[src/rtl/alu_pkg.sv]
// alu_pkg
// Shared definitions for the ALU datapath slice.
//   DATA_W      : architectural register width (8 bits)
//   NUM_OPS     : number of controller operation enables
//   alu_op_e    : 4-bit op code, 0x0 ADD through 0xF LOAD, matching the
//                 controller's operation codes and the enable bit order
//   state_e     : sequencing states of the datapath controller
//   alu_flags_t : status flags produced by the combinational core
//   helpers     : one-hot test, op-enable encoder, command legality check
package alu_pkg;

    localparam int DATA_W  = 8;
    localparam int NUM_OPS = 16;

    typedef enum logic [3:0] {
        OP_ADD  = 4'h0,
        OP_SUB  = 4'h1,
        OP_SHL  = 4'h2,
        OP_SHR  = 4'h3,
        OP_CMP  = 4'h4,
        OP_AND  = 4'h5,
        OP_OR   = 4'h6,
        OP_XOR  = 4'h7,
        OP_NAND = 4'h8,
        OP_NOR  = 4'h9,
        OP_XNOR = 4'hA,
        OP_NOT  = 4'hB,
        OP_NEG  = 4'hC,
        OP_STO  = 4'hD,
        OP_SWP  = 4'hE,
        OP_LOAD = 4'hF
    } alu_op_e;

    typedef enum logic [1:0] {
        ST_IDLE = 2'd0,
        ST_EXEC = 2'd1,
        ST_HOLD = 2'd2
    } state_e;

    typedef struct packed {
        logic zero;
        logic neg;
        logic carry;
        logic ovf;
    } alu_flags_t;

    // Ops ADD..NEG occupy the low codes and are the only ones that write Y.
    function automatic logic op_writes_y(input alu_op_e op);
        return (op <= OP_NEG);
    endfunction

    // Clearing the lowest set bit leaves zero only for a single-bit vector.
    function automatic logic is_one_hot(input logic [NUM_OPS-1:0] v);
        logic [NUM_OPS-1:0] one;
        one = {{(NUM_OPS-1){1'b0}}, 1'b1};
        return (v != '0) && ((v & (v - one)) == '0);
    endfunction

    // Lowest set enable wins; only meaningful when the vector is one-hot.
    function automatic alu_op_e encode_op(input logic [NUM_OPS-1:0] op_en);
        alu_op_e op;
        op = OP_ADD;
        for (int i = NUM_OPS - 1; i >= 0; i--) begin
            if (op_en[i]) begin
                op = alu_op_e'(i[3:0]);
            end
        end
        return op;
    endfunction

    // A command is legal when one op is requested and the register-write
    // qualifiers match the destination(s) that op actually writes.
    function automatic logic command_legal(input logic [NUM_OPS-1:0] op_en,
                                           input logic en_a,
                                           input logic en_b,
                                           input logic en_y);
        logic ok;
        ok = 1'b0;
        if (is_one_hot(op_en)) begin
            case (encode_op(op_en))
                OP_STO, OP_LOAD: ok = en_a & ~en_b & ~en_y;
                OP_SWP:          ok = en_a &  en_b & ~en_y;
                default:         ok = ~en_a & ~en_b & en_y;
            endcase
        end
        return ok;
    endfunction

endpackage

[src/rtl/alu_core.sv]
// alu_core
// Purely combinational result and flag generator.
//   op    : decoded operation (alu_op_e)
//   a, b  : operands, 8-bit unsigned
//   y     : result (zero for ops that do not write Y)
//   flags : zero/neg from y; carry and ovf per operation
module alu_core
    import alu_pkg::*;
(
    input  alu_op_e             op,
    input  logic [DATA_W-1:0]   a,
    input  logic [DATA_W-1:0]   b,
    output logic [DATA_W-1:0]   y,
    output alu_flags_t          flags
);

    localparam int MSB = DATA_W - 1;

    logic [DATA_W:0] wide;
    logic            carry;
    logic            ovf;

    // Result, carry and overflow selection. Arithmetic uses a one-bit wider
    // sum so the top bit is carry-out for ADD and borrow for SUB.
    always_comb begin
        wide  = '0;
        y     = '0;
        carry = 1'b0;
        ovf   = 1'b0;
        case (op)
            OP_ADD: begin
                wide  = {1'b0, a} + {1'b0, b};
                y     = wide[MSB:0];
                carry = wide[DATA_W];
                ovf   = (a[MSB] == b[MSB]) && (y[MSB] != a[MSB]);
            end
            OP_SUB: begin
                wide  = {1'b0, a} - {1'b0, b};
                y     = wide[MSB:0];
                carry = wide[DATA_W];
                ovf   = (a[MSB] != b[MSB]) && (y[MSB] != a[MSB]);
            end
            OP_SHL: begin
                y     = {a[MSB-1:0], 1'b0};
                carry = a[MSB];
            end
            OP_SHR: begin
                y     = {1'b0, a[MSB:1]};
                carry = a[0];
            end
            OP_CMP: begin
                if (a > b) begin
                    y = {{(DATA_W-1){1'b0}}, 1'b1};
                end else if (a == b) begin
                    y = '0;
                end else begin
                    y = '1;
                end
            end
            OP_AND:  y = a & b;
            OP_OR:   y = a | b;
            OP_XOR:  y = a ^ b;
            OP_NAND: y = ~(a & b);
            OP_NOR:  y = ~(a | b);
            OP_XNOR: y = ~(a ^ b);
            OP_NOT:  y = ~a;
            OP_NEG: begin
                y     = '0 - a;
                carry = |a;
                // Only the most negative value negates to itself.
                ovf   = a[MSB] & y[MSB];
            end
            default: begin
                y = '0;
            end
        endcase
    end

    // Flags derived from the chosen result.
    always_comb begin
        flags.zero  = (y == '0);
        flags.neg   = y[MSB];
        flags.carry = carry;
        flags.ovf   = ovf;
    end

endmodule

[src/rtl/alu_datapath.sv]
// alu_datapath
// Architectural registers A, B, Y plus status flags, sequenced by a small
// IDLE/EXEC/HOLD controller so that a held button executes exactly once.
//   clk, reset_n        : clock; synchronous active-low reset
//   sw_data             : switch operand written to A by LOAD
//   enable_A/B/Y        : register-write qualifiers from the controller
//   enable_<op>         : per-operation enables (nominally one-hot)
//   reg_a, reg_b, reg_y : architectural registers
//   flag_*              : status of the last Y-writing op
//   done                : one-cycle pulse, coincident with the new values
//   err                 : sticky illegal-command indicator
module alu_datapath
    import alu_pkg::*;
(
    input  logic              clk,
    input  logic              reset_n,
    input  logic [DATA_W-1:0] sw_data,
    input  logic              enable_A,
    input  logic              enable_B,
    input  logic              enable_Y,
    input  logic              enable_add,
    input  logic              enable_sub,
    input  logic              enable_shl,
    input  logic              enable_shr,
    input  logic              enable_cmp,
    input  logic              enable_and,
    input  logic              enable_or,
    input  logic              enable_xor,
    input  logic              enable_nand,
    input  logic              enable_nor,
    input  logic              enable_xnor,
    input  logic              enable_not,
    input  logic              enable_neg,
    input  logic              enable_sto,
    input  logic              enable_swp,
    input  logic              enable_load,
    output logic [DATA_W-1:0] reg_a,
    output logic [DATA_W-1:0] reg_b,
    output logic [DATA_W-1:0] reg_y,
    output logic              flag_zero,
    output logic              flag_neg,
    output logic              flag_carry,
    output logic              flag_ovf,
    output logic              done,
    output logic              err
);

    // Enable vector ordered so that bit index equals the op code.
    logic [NUM_OPS-1:0] op_en;
    assign op_en = {enable_load, enable_swp, enable_sto, enable_neg,
                    enable_not,  enable_xnor, enable_nor, enable_nand,
                    enable_xor,  enable_or,  enable_and, enable_cmp,
                    enable_shr,  enable_shl, enable_sub, enable_add};

    logic    any_op;
    logic    cmd_ok;
    alu_op_e op_decoded;

    assign any_op     = |op_en;
    assign cmd_ok     = command_legal(op_en, enable_A, enable_B, enable_Y);
    assign op_decoded = encode_op(op_en);

    state_e  state;
    state_e  state_next;
    alu_op_e op_q;

    logic do_capture;
    logic do_exec;
    logic set_err;

    // Per-destination write strobes, active only on the EXEC edge.
    logic wr_y;
    logic wr_sto;
    logic wr_swp;
    logic wr_load;

    logic [DATA_W-1:0] core_y;
    alu_flags_t        core_flags;

    // Operands are the live registers: nothing writes them between capture
    // and execution, so the core sees the same values the op was issued on.
    alu_core u_core (
        .op    (op_q),
        .a     (reg_a),
        .b     (reg_b),
        .y     (core_y),
        .flags (core_flags)
    );

    // State register.
    always_ff @(posedge clk) begin
        if (!reset_n) begin
            state <= ST_IDLE;
        end else begin
            state <= state_next;
        end
    end

    // Next state and control strobes. Illegal commands go straight to HOLD
    // so they are consumed (and flagged) without ever reaching EXEC.
    always_comb begin
        state_next = state;
        do_capture = 1'b0;
        do_exec    = 1'b0;
        set_err    = 1'b0;
        case (state)
            ST_IDLE: begin
                if (any_op) begin
                    do_capture = 1'b1;
                    if (cmd_ok) begin
                        state_next = ST_EXEC;
                    end else begin
                        state_next = ST_HOLD;
                        set_err    = 1'b1;
                    end
                end
            end
            ST_EXEC: begin
                // Completes regardless of whether the enables are still held.
                do_exec    = 1'b1;
                state_next = ST_HOLD;
            end
            ST_HOLD: begin
                if (!any_op) begin
                    state_next = ST_IDLE;
                end
            end
            default: begin
                state_next = ST_IDLE;
            end
        endcase
    end

    assign wr_y    = do_exec & op_writes_y(op_q);
    assign wr_sto  = do_exec & (op_q == OP_STO);
    assign wr_swp  = do_exec & (op_q == OP_SWP);
    assign wr_load = do_exec & (op_q == OP_LOAD);

    // Architectural registers, flags, done and err. done is registered from
    // the EXEC strobe so it rises together with the written values.
    always_ff @(posedge clk) begin
        if (!reset_n) begin
            op_q       <= OP_ADD;
            reg_a      <= '0;
            reg_b      <= '0;
            reg_y      <= '0;
            flag_zero  <= 1'b0;
            flag_neg   <= 1'b0;
            flag_carry <= 1'b0;
            flag_ovf   <= 1'b0;
            done       <= 1'b0;
            err        <= 1'b0;
        end else begin
            done <= do_exec;

            if (do_capture) begin
                op_q <= op_decoded;
            end

            if (set_err) begin
                err <= 1'b1;
            end

            if (wr_y) begin
                reg_y      <= core_y;
                flag_zero  <= core_flags.zero;
                flag_neg   <= core_flags.neg;
                flag_carry <= core_flags.carry;
                flag_ovf   <= core_flags.ovf;
            end

            if (wr_load) begin
                reg_a <= sw_data;
            end else if (wr_sto) begin
                reg_a <= reg_y;
            end else if (wr_swp) begin
                reg_a <= reg_b;
            end

            if (wr_swp) begin
                reg_b <= reg_a;
            end
        end
    end

endmodule

[config.mk]
export PLATFORM = sky130hd
export DESIGN_NAME = alu_datapath
export DESIGN_NICKNAME = d
export VERILOG_FILES = /design/src/rtl/alu_pkg.sv /design/src/rtl/alu_core.sv /design/src/rtl/alu_datapath.sv
export SDC_FILE = /design/constraint.sdc
export NUM_CORES = 1
export LEC_CHECK = 0
export CAP_MARGIN = 20
export CORE_MARGIN = 1.5
export CORE_UTILIZATION = 60
export DETAILED_ROUTE_END_ITERATION = 8
export DONT_BUFFER_PORTS = 1
export PLACE_DENSITY_LB_ADDON = 0.25
export SYNTH_ARGS = -nofsm -noshare
export SYNTH_HDL_FRONTEND = slang
export SYNTH_HIERARCHICAL = 1
export SYNTH_SLANG_ARGS = --single-unit
[constraint.sdc]
create_clock -name clk -period 3.5 [get_ports clk]
set_input_delay 0.175 -clock clk [delete_from_list [all_inputs] [get_ports clk]]
set_output_delay 0.175 -clock clk [all_outputs]
set_load 0.01 [all_outputs]
# Word-level counts from Yosys, hierarchy flattened
# Cells that the tools add are included.
# op_classes
muxes	37
n_eq_ne	27
order_cmp	2
n_reduce_logical	13
bitwise_logic	22
addsub	4
# ops
operator	n
one-hot mux 8 bit (13 select lines)	1
two-way mux 4 bit	17
== test 4 bit, second input constant	11
two-way mux 8 bit	5
inverter 8 bit	4
bitwise AND 16 bit	1
== test 4 x 3 -> 1 bit, second input constant	4
zero test 16 bit	1
nonzero test 16 bit	1
OR reduction 16 bit	1
subtractor 16 x 1 -> 16 bit, second input constant	1
bitwise AND 1 bit	11
adder 8 x 8 -> 9 bit	1
subtractor 8 x 8 -> 9 bit	1
bitwise AND 8 bit	1
== test 4 x 2 -> 1 bit, second input constant	2
== test 8 bit	1
> comparator 8 bit	1
zero test 8 bit	1
OR 8 bit	1
OR reduction 8 bit	1
subtractor 1 x 8 -> 8 bit, first input constant	1
bitwise XOR 8 bit	1
two-way mux 1 bit	7
other kinds (19)	28
# totals
reg_bits	36
output_inout_bits	30
in_bits	29
word_cells	116

# Longest topological paths before layout
# depth
ltp_word	24
mapped_depth	13
depth_no_buf	12

# Modules after synthesis
# Netlist, hierarchy kept.
# modules_own_cells
module	area_each_um2	n_inst	cells_per_inst
alu_core	2011.9	1	279
alu_datapath	1879.3	1	219

# Least setup slack after synthesis
# Ideal clock, no wire load.
# synth_path
path_type	register to register
startpoint	register reg_a[1]
endpoint	register flag_zero
slack_ns	0.731
synth_period_minus_slack_ns	2.769
setup_ns	0.065
arrival_time_ns	2.704
t_required_ns	3.435
stages_incl_launch_ff	12
n_path_buf	0
path_cell_list	dfxtp_1 -> inv_1 -> ha_1 -> a21o_1 -> a22o_1 -> o21a_1 -> o32a_1 -> a2111o_1 -> nand4b_4 -> nor3_2 -> mux2i_1 -> nor2_1
# synth_rtl
element	line_no	source
start, declared	alu_datapath.sv:37	output logic [DATA_W-1:0] reg_a,
start signal, assigned	alu_datapath.sv:173	reg_a <= sw_data;
start signal, assigned	alu_datapath.sv:175	reg_a <= reg_y;
start signal, assigned	alu_datapath.sv:177	reg_a <= reg_b;
end signal, assigned	alu_datapath.sv:166	flag_zero <= core_flags.zero;
end, declared	alu_datapath.sv:40	output logic flag_zero,

==> results by group <==
Clock tree
  • CTS HTree Levels: 2
  • Max Buffers Root-to-Sink: 2
  • CTS tree: yes
  • Hold buffers post-CTS: 0
  • Clk root buf: clkbuf_8
  • Post-cts resize count: 0
  • Clk_lat worst skew: around 0.29 ns
  • TritonCTS Buffers: 5
  • Setup Buffers After CTS: 0
  • Clk sink count: 36
  • Clock slew at reported path FFs: 0.07 ns

Timing
  • Fin Hold WS: around 0.009 ns
  • Final setup fails: 0
  • RSZ-0062 raised after global routing: no
  • Max_slew headroom: 35.57%
  • Setup TNS Final: 0 ns
  • Max Slew Vio Count: 0
  • Fin. Hold Viols: 0
  • Fin crit share: between 80 and 90%
  • Minimum clock period: between 3 and 4 ns
  • Worst Tran Pin Value: 0.9654 ns
  • Max Freq: around 0.33 GHz
  • Skew final: approximately 0.0097 ns

Worst setup path
  • Flop-to-flop setup slack: 0.42 ns
  • Crit end category: flop
  • R2r startpoint: reg_a[0]
  • Cell count along the critical path: 12
  • Path depth of the worst reg2reg path: 12
  • Max stage delay on crit path: 0.58 ns
  • Setup crit start kind: flop
  • Setup CP Type: reg2reg
  • Critical path required time: around 3.7 ns
  • Slowest cell on crit path: dfxtp_1
  • WP buf/inv: 2
  • Most used cell, CP: a2111oi_0
  • CP delay by family, top: compound AO/OA/AOI/OAI gates
  • Largest fanout on the critical path: 9
  • Worst path cell trace: inv_1 -> ha_1 -> o21bai_1 -> a2111oi_0 -> a211oi_1 -> nor4_2 -> buf_4 -> a2111oi_0 -> nand3_1 -> nor3_2 -> mux2i_1 -> nor2_1
  • Worst path arrival time: about 3.3 ns
  • Reg-to-Reg End: flag_zero
  • Setup crit start: reg_a[0]
  • CP Capture Point: flag_zero

Yosys
  • Post-synth EDFFs: 0
  • Seq/Total Area, Yosys: between 15 and 20%
  • Library cells used by synthesis: 79
  • Synth top area cells: dfxtp_1 19%, mux2i_1 9.0%, ha_1 8.4%
  • Mapped Area: about 4000 µm²
  • Post-synth ARST share: 0%
  • Synth top area share: between 10% and 20%
  • YS warnings: 6
  • Mapped Nets: 555
  • Syn Area/Cell: ~7.8 µm²
  • Mapped Cells: 498
  • Area leader, netlist: dfxtp_1
  • Main synth FF type: dfxtp_1
  • Register bit total from synthesis: 36

Cells and area
  • P&R area growth vs syn: 4.662%
  • Antenna diodes: 0
  • Non-filler cells in the finished layout: just under 600
  • Cell area after layout: between 4000 and 5000 µm²
  • Post-layout util: around 65%
  • Fraction of layout cells with a size suffix above 1: between 10% and 20%
  • FILL cells: roughly 570
  • Final Net Count: ~560
  • Register area: 720.7 µm²
  • Multi-input gate area: ~2900 µm²

Floorplanning
  • Die Width: 83.53 µm
  • Core footprint: approximately 6300 µm²
  • Die Y: approximately 84 µm
  • Die area: 6977 µm²
  • Row count: 29
  • IO Count: 59
  • Starting Density: about 60%

Routing
  • DRT antenna net count: 0
  • Initial DRC Count: between 400 and 500
  • WL final: about 12,000 µm
  • Via density: 7.022
  • Pre-Repair DR Iteration Count: 5
  • Routed len/inst: 21.45 µm
  • DRC viols: 0
  • Via Count: between 4k and 5k

Placed design
  • Dpl hpwl: about 9600 µm
  • Placed Area: between 3000 and 4000 µm²
  • Total placed cells including tap cells: 569
  • PortBufs: 0
  • Routability cong.: between 1 and 1.5

Power and ir drop
  • Pwr/cell area: between 200 and 250 nW/µm²
  • Peak supply drop: between 0.0003 and 0.0004 V
  • Cell leakage power: 1.625 nW

Global routing
  • Number of global-route vias before repair: between 3k and 4k
  • First-pass GRT wire length: 19,800 µm
  • Routing usage on met2: between 40 and 50%
  • Met3 Use GR: under 10%
  • Global-route total usage across every layer: between 30% and 40%
  • Initial antenna violation count: 0
  • Pin count of the biggest net entering global routing: 33
  • Met1 Use GR: a little over half
  • Total global routing overflow: 0
  • Global routing's busiest layer: met1

Hold path
  • Min-delay worst type: in2reg

Run
  • Max_cap viols: 0

Run status
  • Status: finished, final reports clean
## metal layers
layer / vias up / wire length [µm]
met5: - / 0
met4: 0 / 449
met3: 46 / 1220
met2: 274 / 5036
met1: 1889 / 5691
li1: 1850 / -
## synthesized netlist by cell type (4+ instances only)
cell type,instances
a2111oi_0,4
a211oi_1,15
a21o_1,4
a21oi_1,30
a31oi_1,9
a32oi_1,5
and3_1,4
buf_2,9
buf_4,11
clkbuf_1,6
dfxtp_1,36
ha_1,26
inv_1,27
mux2i_1,35
nand2_1,25
nand2b_1,9
nand3_1,6
nor2_1,69
nor2_2,4
nor2b_1,8
nor3_1,12
nor4_1,4
o211ai_1,5
o21ai_0,18
o21bai_1,5
o22ai_1,4
o31ai_1,7
or3_1,4
xnor2_1,8
## power breakdown
part	switching (W)	internal [W]	leakage (nW)
Combinational	0.0000905	0.0000593	1.29
Clock	0.000146	0.000142	0.0424
Sequential	0.0000121	0.000413	0.291
## cell type report
cell class	instances	area share [%]
clock buffer	7	1.874
clock inverter	1	0.2151
inverter	28	2.581
multi-input combinational	403	70.48
sequential	36	17.70
tap	77	2.366
timing repair buffer	26	4.793
## logic make-up (layout without fill, tap and decap cells)
logic type	count (synthesis)	in the layout	share of synthesized area, %
compound gates	147	147	26.66
xor+xnor	8	8	1.801
fa+ha+maj	28	28	9.389
buf+inv	59	62	7.717
flops	36	36	18.52
mux	40	40	10.45
simple gates	180	180	25.47
## sequential cells by signal, indices dropped and copies added (netlist names)
name,count
reg_a,8
reg_b,8
reg_y,8
op_q,4
state,2
done,1
err,1
flag_carry,1
flag_neg,1
flag_ovf,1
flag_zero,1
## how the worst min path moves through the flow
stage                        from  cells after the start  endpoint
after detailed placement  reset_n                      1      done
final                     reset_n                      1      done
after global routing      reset_n                      1      done
after CTS                 reset_n                      1      done
after floorplan           reset_n                      1      done
after global placement    reset_n                      1      done
## through the flow
| step | power (W) | worst slack (ns) |
|---|---|---|
| 2_1_floorplan | 0.0005462 | 0.7310 |
| 3_3_place_gp | 0.0005772 | 0.4951 |
| 3_5_place_dp | 0.0005775 | 0.4915 |
| 4_1_cts | 0.0008632 | 0.4440 |
| 5_1_grt | 0.0008961 | 0.02389 |
| 6_report | 0.0008629 | 0.4243 |
## layout by cell type, fill, tap and decap left out, types with 15 or more instances in the layout
cell / instances
nor2_1: 69
ha_1: 26
o21ai_0: 18
mux2i_1: 35
dfxtp_1: 36
a211oi_1: 15
buf_4: 26
a21oi_1: 30
nand2_1: 25
inv_1: 27
Note: power is estimated with default switching activity, not from simulation.
